## src/rtl/exe_wb_arbiter.sv

```systemverilog
// ---------------------------------------------------------------------------
// exe_wb_arbiter
//
// Merges the ALU, multiply-unit and divider results onto the single integer
// writeback port. The ALU always wins. MUL/DIV results that lose arbitration
// wait in a small in-order FIFO. Issue is throttled through mul_div_ready_o
// so results still travelling through the multiplier and divider always
// find room in that FIFO.
//
// Parameters:
//   DEPTH      FIFO entries for MUL/DIV results (power of 2, >= 4)
//   IN_FLIGHT  MUL/DIV results that may still arrive after ready drops
//
// Ports:
//   clk_i            clock
//   rstn_i           synchronous active-low reset
//   kill_i           flush buffered/incoming MUL/DIV results, the ALU input
//                    and the pending output
//   alu_instr_i      ALU result (used only when .valid)
//   mul_instr_i      multiply unit output
//   div_instr_i      divider output
//   wb_instr_o       registered writeback instruction
//   mul_div_ready_o  issue may send a new MUL/DIV when 1
//   overflow_o       sticky: a FIFO push was dropped because it was full
// ---------------------------------------------------------------------------

package exe_wb_pkg;

    typedef struct packed {
        logic        valid;
        logic [31:0] pc;
        logic [4:0]  rd;
        logic [31:0] result;
    } exe_wb_instr_t;

endpackage

module exe_wb_arbiter
    import exe_wb_pkg::*;
#(
    parameter int DEPTH     = 4,
    parameter int IN_FLIGHT = 3
) (
    input  logic          clk_i,
    input  logic          rstn_i,
    input  logic          kill_i,
    input  exe_wb_instr_t alu_instr_i,
    input  exe_wb_instr_t mul_instr_i,
    input  exe_wb_instr_t div_instr_i,
    output exe_wb_instr_t wb_instr_o,
    output logic          mul_div_ready_o,
    output logic          overflow_o
);

    localparam int PW = $clog2(DEPTH);
    // One extra count bit so a full FIFO (count == DEPTH) differs from empty.
    localparam int CW = PW + 1;

    exe_wb_instr_t mem [DEPTH];
    logic [PW-1:0] rd_ptr;
    logic [PW-1:0] wr_ptr;
    logic [CW-1:0] count;

    logic          fifo_empty;
    logic          pop;
    logic          bypass;
    exe_wb_instr_t bypass_instr;
    logic [CW:0]   free_slots;
    logic          accept_mul;
    logic          accept_div;
    logic          drop;

    // A lone MUL/DIV result skips the FIFO only when nothing is queued ahead
    // of it and the ALU is not using the port. When both arrive together
    // they are both queued (MUL first) to keep ordering simple.
    // free_slots counts the slot released by a same-cycle pop, so a full
    // FIFO being drained can still accept one new entry.
    always_comb begin
        fifo_empty   = (count == '0);
        bypass       = fifo_empty && !alu_instr_i.valid &&
                       (mul_instr_i.valid ^ div_instr_i.valid);
        bypass_instr = mul_instr_i.valid ? mul_instr_i : div_instr_i;
        pop          = !alu_instr_i.valid && !fifo_empty;
        free_slots   = (CW+1)'(DEPTH) - {1'b0, count} + {{CW{1'b0}}, pop};
        accept_mul   = mul_instr_i.valid && !bypass && (free_slots != '0);
        accept_div   = div_instr_i.valid && !bypass &&
                       (free_slots > {{CW{1'b0}}, accept_mul});
        drop         = (mul_instr_i.valid && !bypass && !accept_mul) ||
                       (div_instr_i.valid && !bypass && !accept_div);
    end

    // Ready looks only at the registered count, so it is stable for the
    // whole cycle and leaves IN_FLIGHT slots for results already launched.
    assign mul_div_ready_o = ((CW+1)'(DEPTH) - {1'b0, count}) > (CW+1)'(IN_FLIGHT);

    // Control state and output register. Kill empties the FIFO and blanks
    // the output but keeps the sticky overflow flag.
    always_ff @(posedge clk_i) begin
        if (!rstn_i) begin
            wb_instr_o <= '0;
            count      <= '0;
            rd_ptr     <= '0;
            wr_ptr     <= '0;
            overflow_o <= 1'b0;
        end else if (kill_i) begin
            wb_instr_o.valid <= 1'b0;
            count            <= '0;
            rd_ptr           <= '0;
            wr_ptr           <= '0;
        end else begin
            if (alu_instr_i.valid) begin
                wb_instr_o <= alu_instr_i;
            end else if (pop) begin
                wb_instr_o <= mem[rd_ptr];
            end else if (bypass) begin
                wb_instr_o <= bypass_instr;
            end else begin
                wb_instr_o.valid <= 1'b0;
            end

            if (pop) begin
                rd_ptr <= rd_ptr + PW'(1);
            end
            wr_ptr <= wr_ptr + PW'(accept_mul) + PW'(accept_div);
            count  <= count + CW'(accept_mul) + CW'(accept_div) - CW'(pop);

            if (drop) begin
                overflow_o <= 1'b1;
            end
        end
    end

    // Payload storage has no reset: entries are only ever read after being
    // written, as tracked by count. The DIV entry goes in behind the MUL
    // entry when both are accepted in the same cycle.
    always_ff @(posedge clk_i) begin
        if (rstn_i && !kill_i) begin
            if (accept_mul) begin
                mem[wr_ptr] <= mul_instr_i;
            end
            if (accept_div) begin
                mem[wr_ptr + PW'(accept_mul)] <= div_instr_i;
            end
        end
    end

endmodule

```

## config.mk

```make
export PLATFORM = sky130hd
export DESIGN_NAME = exe_wb_arbiter
export DESIGN_NICKNAME = d
export VERILOG_FILES = /design/src/rtl/exe_wb_arbiter.sv
export SDC_FILE = /design/constraint.sdc
export NUM_CORES = 1
export LEC_CHECK = 0
export BUFFER_PORTS_ARGS = -buffer_cell sky130_fd_sc_hd__buf_2
export CAP_MARGIN = 10
export CORE_ASPECT_RATIO = 1.5
export CORE_MARGIN = 1.5
export CORE_UTILIZATION = 45
export CTS_CLUSTER_DIAMETER = 40
export DETAILED_ROUTE_END_ITERATION = 8
export PLACE_DENSITY_LB_ADDON = 0.1
export SETUP_SLACK_MARGIN = 0.5
export SLEW_MARGIN = 20
export SYNTH_ARGS = -nofsm -noshare
export SYNTH_HDL_FRONTEND = slang
export SYNTH_SLANG_ARGS = --single-unit
```

## constraint.sdc

```tcl
create_clock -name clk_i -period 26.3 [get_ports clk_i]
set_input_delay 7.89 -clock clk_i [delete_from_list [all_inputs] [get_ports clk_i]]
set_output_delay 7.89 -clock clk_i [all_outputs]
set_load 0.02 [all_outputs]
```

* After elaboration in Yosys (flattened, before gate mapping)
Memories as Yosys holds them, arrays and structs flattened. A register that Yosys moved wholly into a read port is not among the register bits.
Cells that the tools add are included.
** Operators by class
- Add/sub/neg operators :: 8
- Order comparisons :: 2
- Multiplexer cells :: 13
- Bitwise gates (word level) :: 3
- Reduce and logical (&&, ||, !) cells :: 23
** Operators with widths (number)
- 2-to-1 mux 70 bit :: 3
- 2-to-1 mux 69 bit :: 1
- logical AND 1 bit :: 10
- 2-to-1 mux 1 bit :: 7
- adder 3 x 1 -> 3 bit :: 2
- zero test 1 bit :: 6
- adder 2 x 1 -> 2 bit :: 2
- adder 4 x 1 -> 4 bit :: 1
- greater-than comparator 4 x 1 -> 1 bit :: 1
- greater-than comparator 4 x 2 -> 1 bit, second input constant :: 1
- 2-to-1 mux 2 bit :: 2
- AND reduction 2 bit :: 2
- nonzero test 4 bit :: 1
- subtractor 3 x 3 -> 4 bit, first input constant :: 1
- zero test 3 bit :: 1
- nonzero test 3 bit :: 1
- subtractor 3 x 1 -> 3 bit :: 1
- adder 2 x 1 -> 2 bit, second input constant :: 1
- NOT 1 bit :: 2
- OR reduction 2 bit :: 1
- logical OR 1 bit :: 1
- XOR 1 bit :: 1
** Word-level totals
- Register bits after elaboration :: 78
- Bits in writable memories :: 280
- Input port bits :: 213
- Output and inout bits :: 72
- Logic and storage cells :: 58
- Memories kept :: 1
** Memories
- mem :: depth 4, bits a word 70, rd ports 1, clocked after memory_dff 1, wr ports 2, line 59 : exe_wb_instr_t mem [DEPTH];

* Logic depth before layout (Yosys ltp)
- Word-level depth :: 12
- Gate-level depth with buffers :: 19
- Mapped depth without buffers :: 17

* Worst setup path before layout
OpenSTA, ideal clock, no wires.
- Path type :: input to register
- Start :: input port alu_instr_i[69] (netlist bit)
- End :: memory mem[0][0] (netlist bit) (enable)
- Setup time :: 689 ps
- Data arrival time :: 16520 ps
- Setup slack :: 9091 ps
- Cell stages on the path :: 9
- Buffers on the path :: 3
- Cell sequence :: buf_4 clkbuf_1 clkbuf_1 nor2_1 ha_1 xnor2_1 nor3_1 and3_1 o41ai_1
** RTL lines
- start, declared :: line 47 : input exe_wb_instr_t alu_instr_i,
- end, declared :: line 59

==> results.json <==
{
  "postCtsHoldBufs": 0,
  "worstHoldPathType": "register to register",
  "relSlewSlack": 0.308,
  "initial_core_util": 0.456,
  "port-buffer-count": 284,
  "slew_viol_final": 0,
  "yosysWarnings": 0,
  "p_leak_nw": 8.55,
  "grt_pass1_vias": 12800,
  "finalClockSkew_ns": 0.0161,
  "grt_use_total": 0.229,
  "ff_latch_area_um2": 10000,
  "ctsResizeCount": 0,
  "synth-xor-area-share": 0.00373,
  "ios": 285,
  "wl_per_cell_um": 22.8,
  "area_growth_pct": 17.5,
  "vias": 12100,
  "drt-total-wl_mm": 49.0,
  "ir_drop_mv": 0.0639,
  "synth_seq_area_share": 0.532,
  "dr.pass1.iters": 5,
  "maxCapViolations": 0,
  "start_kind": "input pin",
  "clock_sinks": 360,
  "syn_area_um2": 18800,
  "hold_viol": 0,
  "dieArea_um2": 43000,
  "endpoint_kind": "register",
  "cts_inserted_buffers": 44,
  "instances_no_fill": 2152,
  "hold_slack_ns": 0.538,
  "place_congestion": 0.818,
  "placed_cells": 2067,
  "overflow": 0,
  "ys_types": 40,
  "crit_type": "input pin to register",
  "fin_crit_sh": 0.465,
  "cp.required_ns": 26.60,
  "core_um2": 41200,
  "grt_pass1_wl_mm": 74.7,
  "drtIter0Drc": 692,
  "clkLatencyLatePin_ns": 0.55,
  "antenna_found_initial": 9,
  "synth-adder-area-share": 0.00812,
  "htree_num_levels": 2,
  "drtAntennaViolNets": 0,
  "row_count": 91,
  "cts_max_path_buffers": 3,
  "cts_tree": "yes",
  "grt_max_degree": 78,
  "fillCellCount": 3567,
  "fmax_mhz": 81.8,
  "route.detailed.drc": 0,
  "worstPathMaxFanout": 47,
  "vias_per_cell": 5.64,
  "hpwl_mm": 29.4,
  "dieWidth_um": 170,
  "synthCells": 1312,
  "tightest_slew_ns": 1.04,
  "period_minus_slack_ns": 12.23,
  "synth_seq_cells": 360,
  "synth_nets": 1536,
  "cts-root-buf": "clkbuf_16",
  "cts_setup_buffers": 0,
  "drive_gt1_frac": 0.456,
  "nets": 1779,
  "synth-compound-area-share": 0.0839,
  "syn_area_per_cell_um2": 14.3,
  "layout_commonest_cell": "buf_2",
  "outcome": "completed",
  "cp.arrival_ns": 12.53,
  "multi_input_area_um2": 8270,
  "finalSetupTns_ns": 0,
  "synth_mux_area_frac": 0.314,
  "layout_common_cells": "buf_2, edfxtp_1, o21ai_0, mux2_4, mux2_2",
  "setup_viol": 0,
  "clk_pin_slew_ns": 0.06,
  "rsz0062_at_grt": "false",
  "yosys.area_share.simple": 0.0263,
  "fp.dieH_um": 253,
  "power.density_nw_per_um2": 84.6,
  "synth_top_family_by_area": "multiplexers"
}
-- worst paths after layout --
check / from / end / slack (ns) / depth (start not counted)
worst min-delay path: rd_ptr[1] / rd_ptr[1] / 0.54 / 2
worst min register to register: rd_ptr[1] / rd_ptr[1] / 0.54 / 2
worst max-delay path: alu_instr_i[69] / mem[2][17] / 14.07 / 13
worst max register to register: count[0] / mem[2][17] / 20.62 / 13
-- power by group --
group / leakage, nW / internal, mW / total, mW / switching, mW
combinational: 4.65 / 0.208 / 0.517 / 0.308
clock: 0.701 / 0.366 / 0.613 / 0.247
sequential: 3.20 / 0.707 / 0.739 / 0.0318
-- kinds of logic (layout without fill, tap and decap cells) --
family          after synthesis  after routing
mux                         416            416
flops                       360            360
compound gates              288            288
buf+inv                     119            396
simple gates                110            110
fa+ha+maj                    11             11
xor+xnor                      8              8
other cells                   0              5
-- area by class of cell --
class                      instances  area share
clock inverter                    27      0.0136
antenna                            5    0.000567
timing repair buffer             306      0.0721
multi-input combinational        833       0.375
clock buffer                      53      0.0524
sequential                       360       0.454
tap                              558      0.0316
inverter                          10     0.00170
-- flip-flops by register name, summed over array words and instances (netlist names), named ones only --
name and flops:
overflow_o 1, count 3, mem 280, rd_ptr 2, wb_instr_o 70, wr_ptr 2
-- synthesized netlist by cell type (all sizes together) --
cell / number / area [um2]
inv: 10 / 37.5
and3: 3 / 18.8
nor2b: 1 / 6.26
buf: 46 / 323
nand2b: 3 / 18.8
clkbuf: 63 / 236
dfxtp: 80 / 1600
and2: 2 / 12.5
o41ai: 2 / 17.5
edfxtp: 280 / 8410
xnor2: 6 / 52.6
nor3: 1 / 5.00
ha: 9 / 113
o221ai: 1 / 8.76
a211oi: 2 / 25.0
nor3b: 3 / 27.5
mux2i: 69 / 691
or2: 2 / 12.5
a21oi: 70 / 350
mux4: 70 / 1580
nand2: 77 / 289
a31oi: 70 / 438
nor2: 10 / 37.5
nor4: 1 / 21.3
xor2: 2 / 17.5
o21ai: 139 / 696
and2b: 1 / 7.51
nand3b: 1 / 7.51
a41o: 2 / 20.0
a2111o: 2 / 22.5
mux2: 277 / 3630
fa: 2 / 40.0
nand3: 5 / 30.0
-- critical path: stages --
cell      delay (ns)
buf_4           0.45
nor2_1          0.11
ha_1            0.23
xnor2_1         0.17
nor3_1          0.20
nand3_1         0.24
and3_1          0.26
ha_1            0.28
nor2_1          0.06
nor4_4          0.37
a2111o_2        0.91
buf_4           0.87
mux2_4          0.36
-- per-layer routing --
| layer | track usage | wire (um) |
|---|---|---|
| met5 | 0 | 20 |
| met4 | 0.0688 | 1110 |
| met3 | 0.0316 | 2040 |
| met2 | 0.420 | 25700 |
| met1 | 0.278 | 20200 |
-- through the flow --
step | cell area, um2 | setup slack [ns] | total power [mW] | util
floorplan | 18800 | 9.09 | 1.11 | -
global route | 22100 | 13.76 | 1.95 | 0.536
CTS | 22100 | 14.03 | 1.89 | 0.535
finish | 22100 | 14.07 | 1.87 | 0.536
global placement | 20600 | 13.52 | 1.27 | 0.500
detailed placement | 20600 | 13.47 | 1.27 | 0.500
Power figures use the tool's default switching activity.
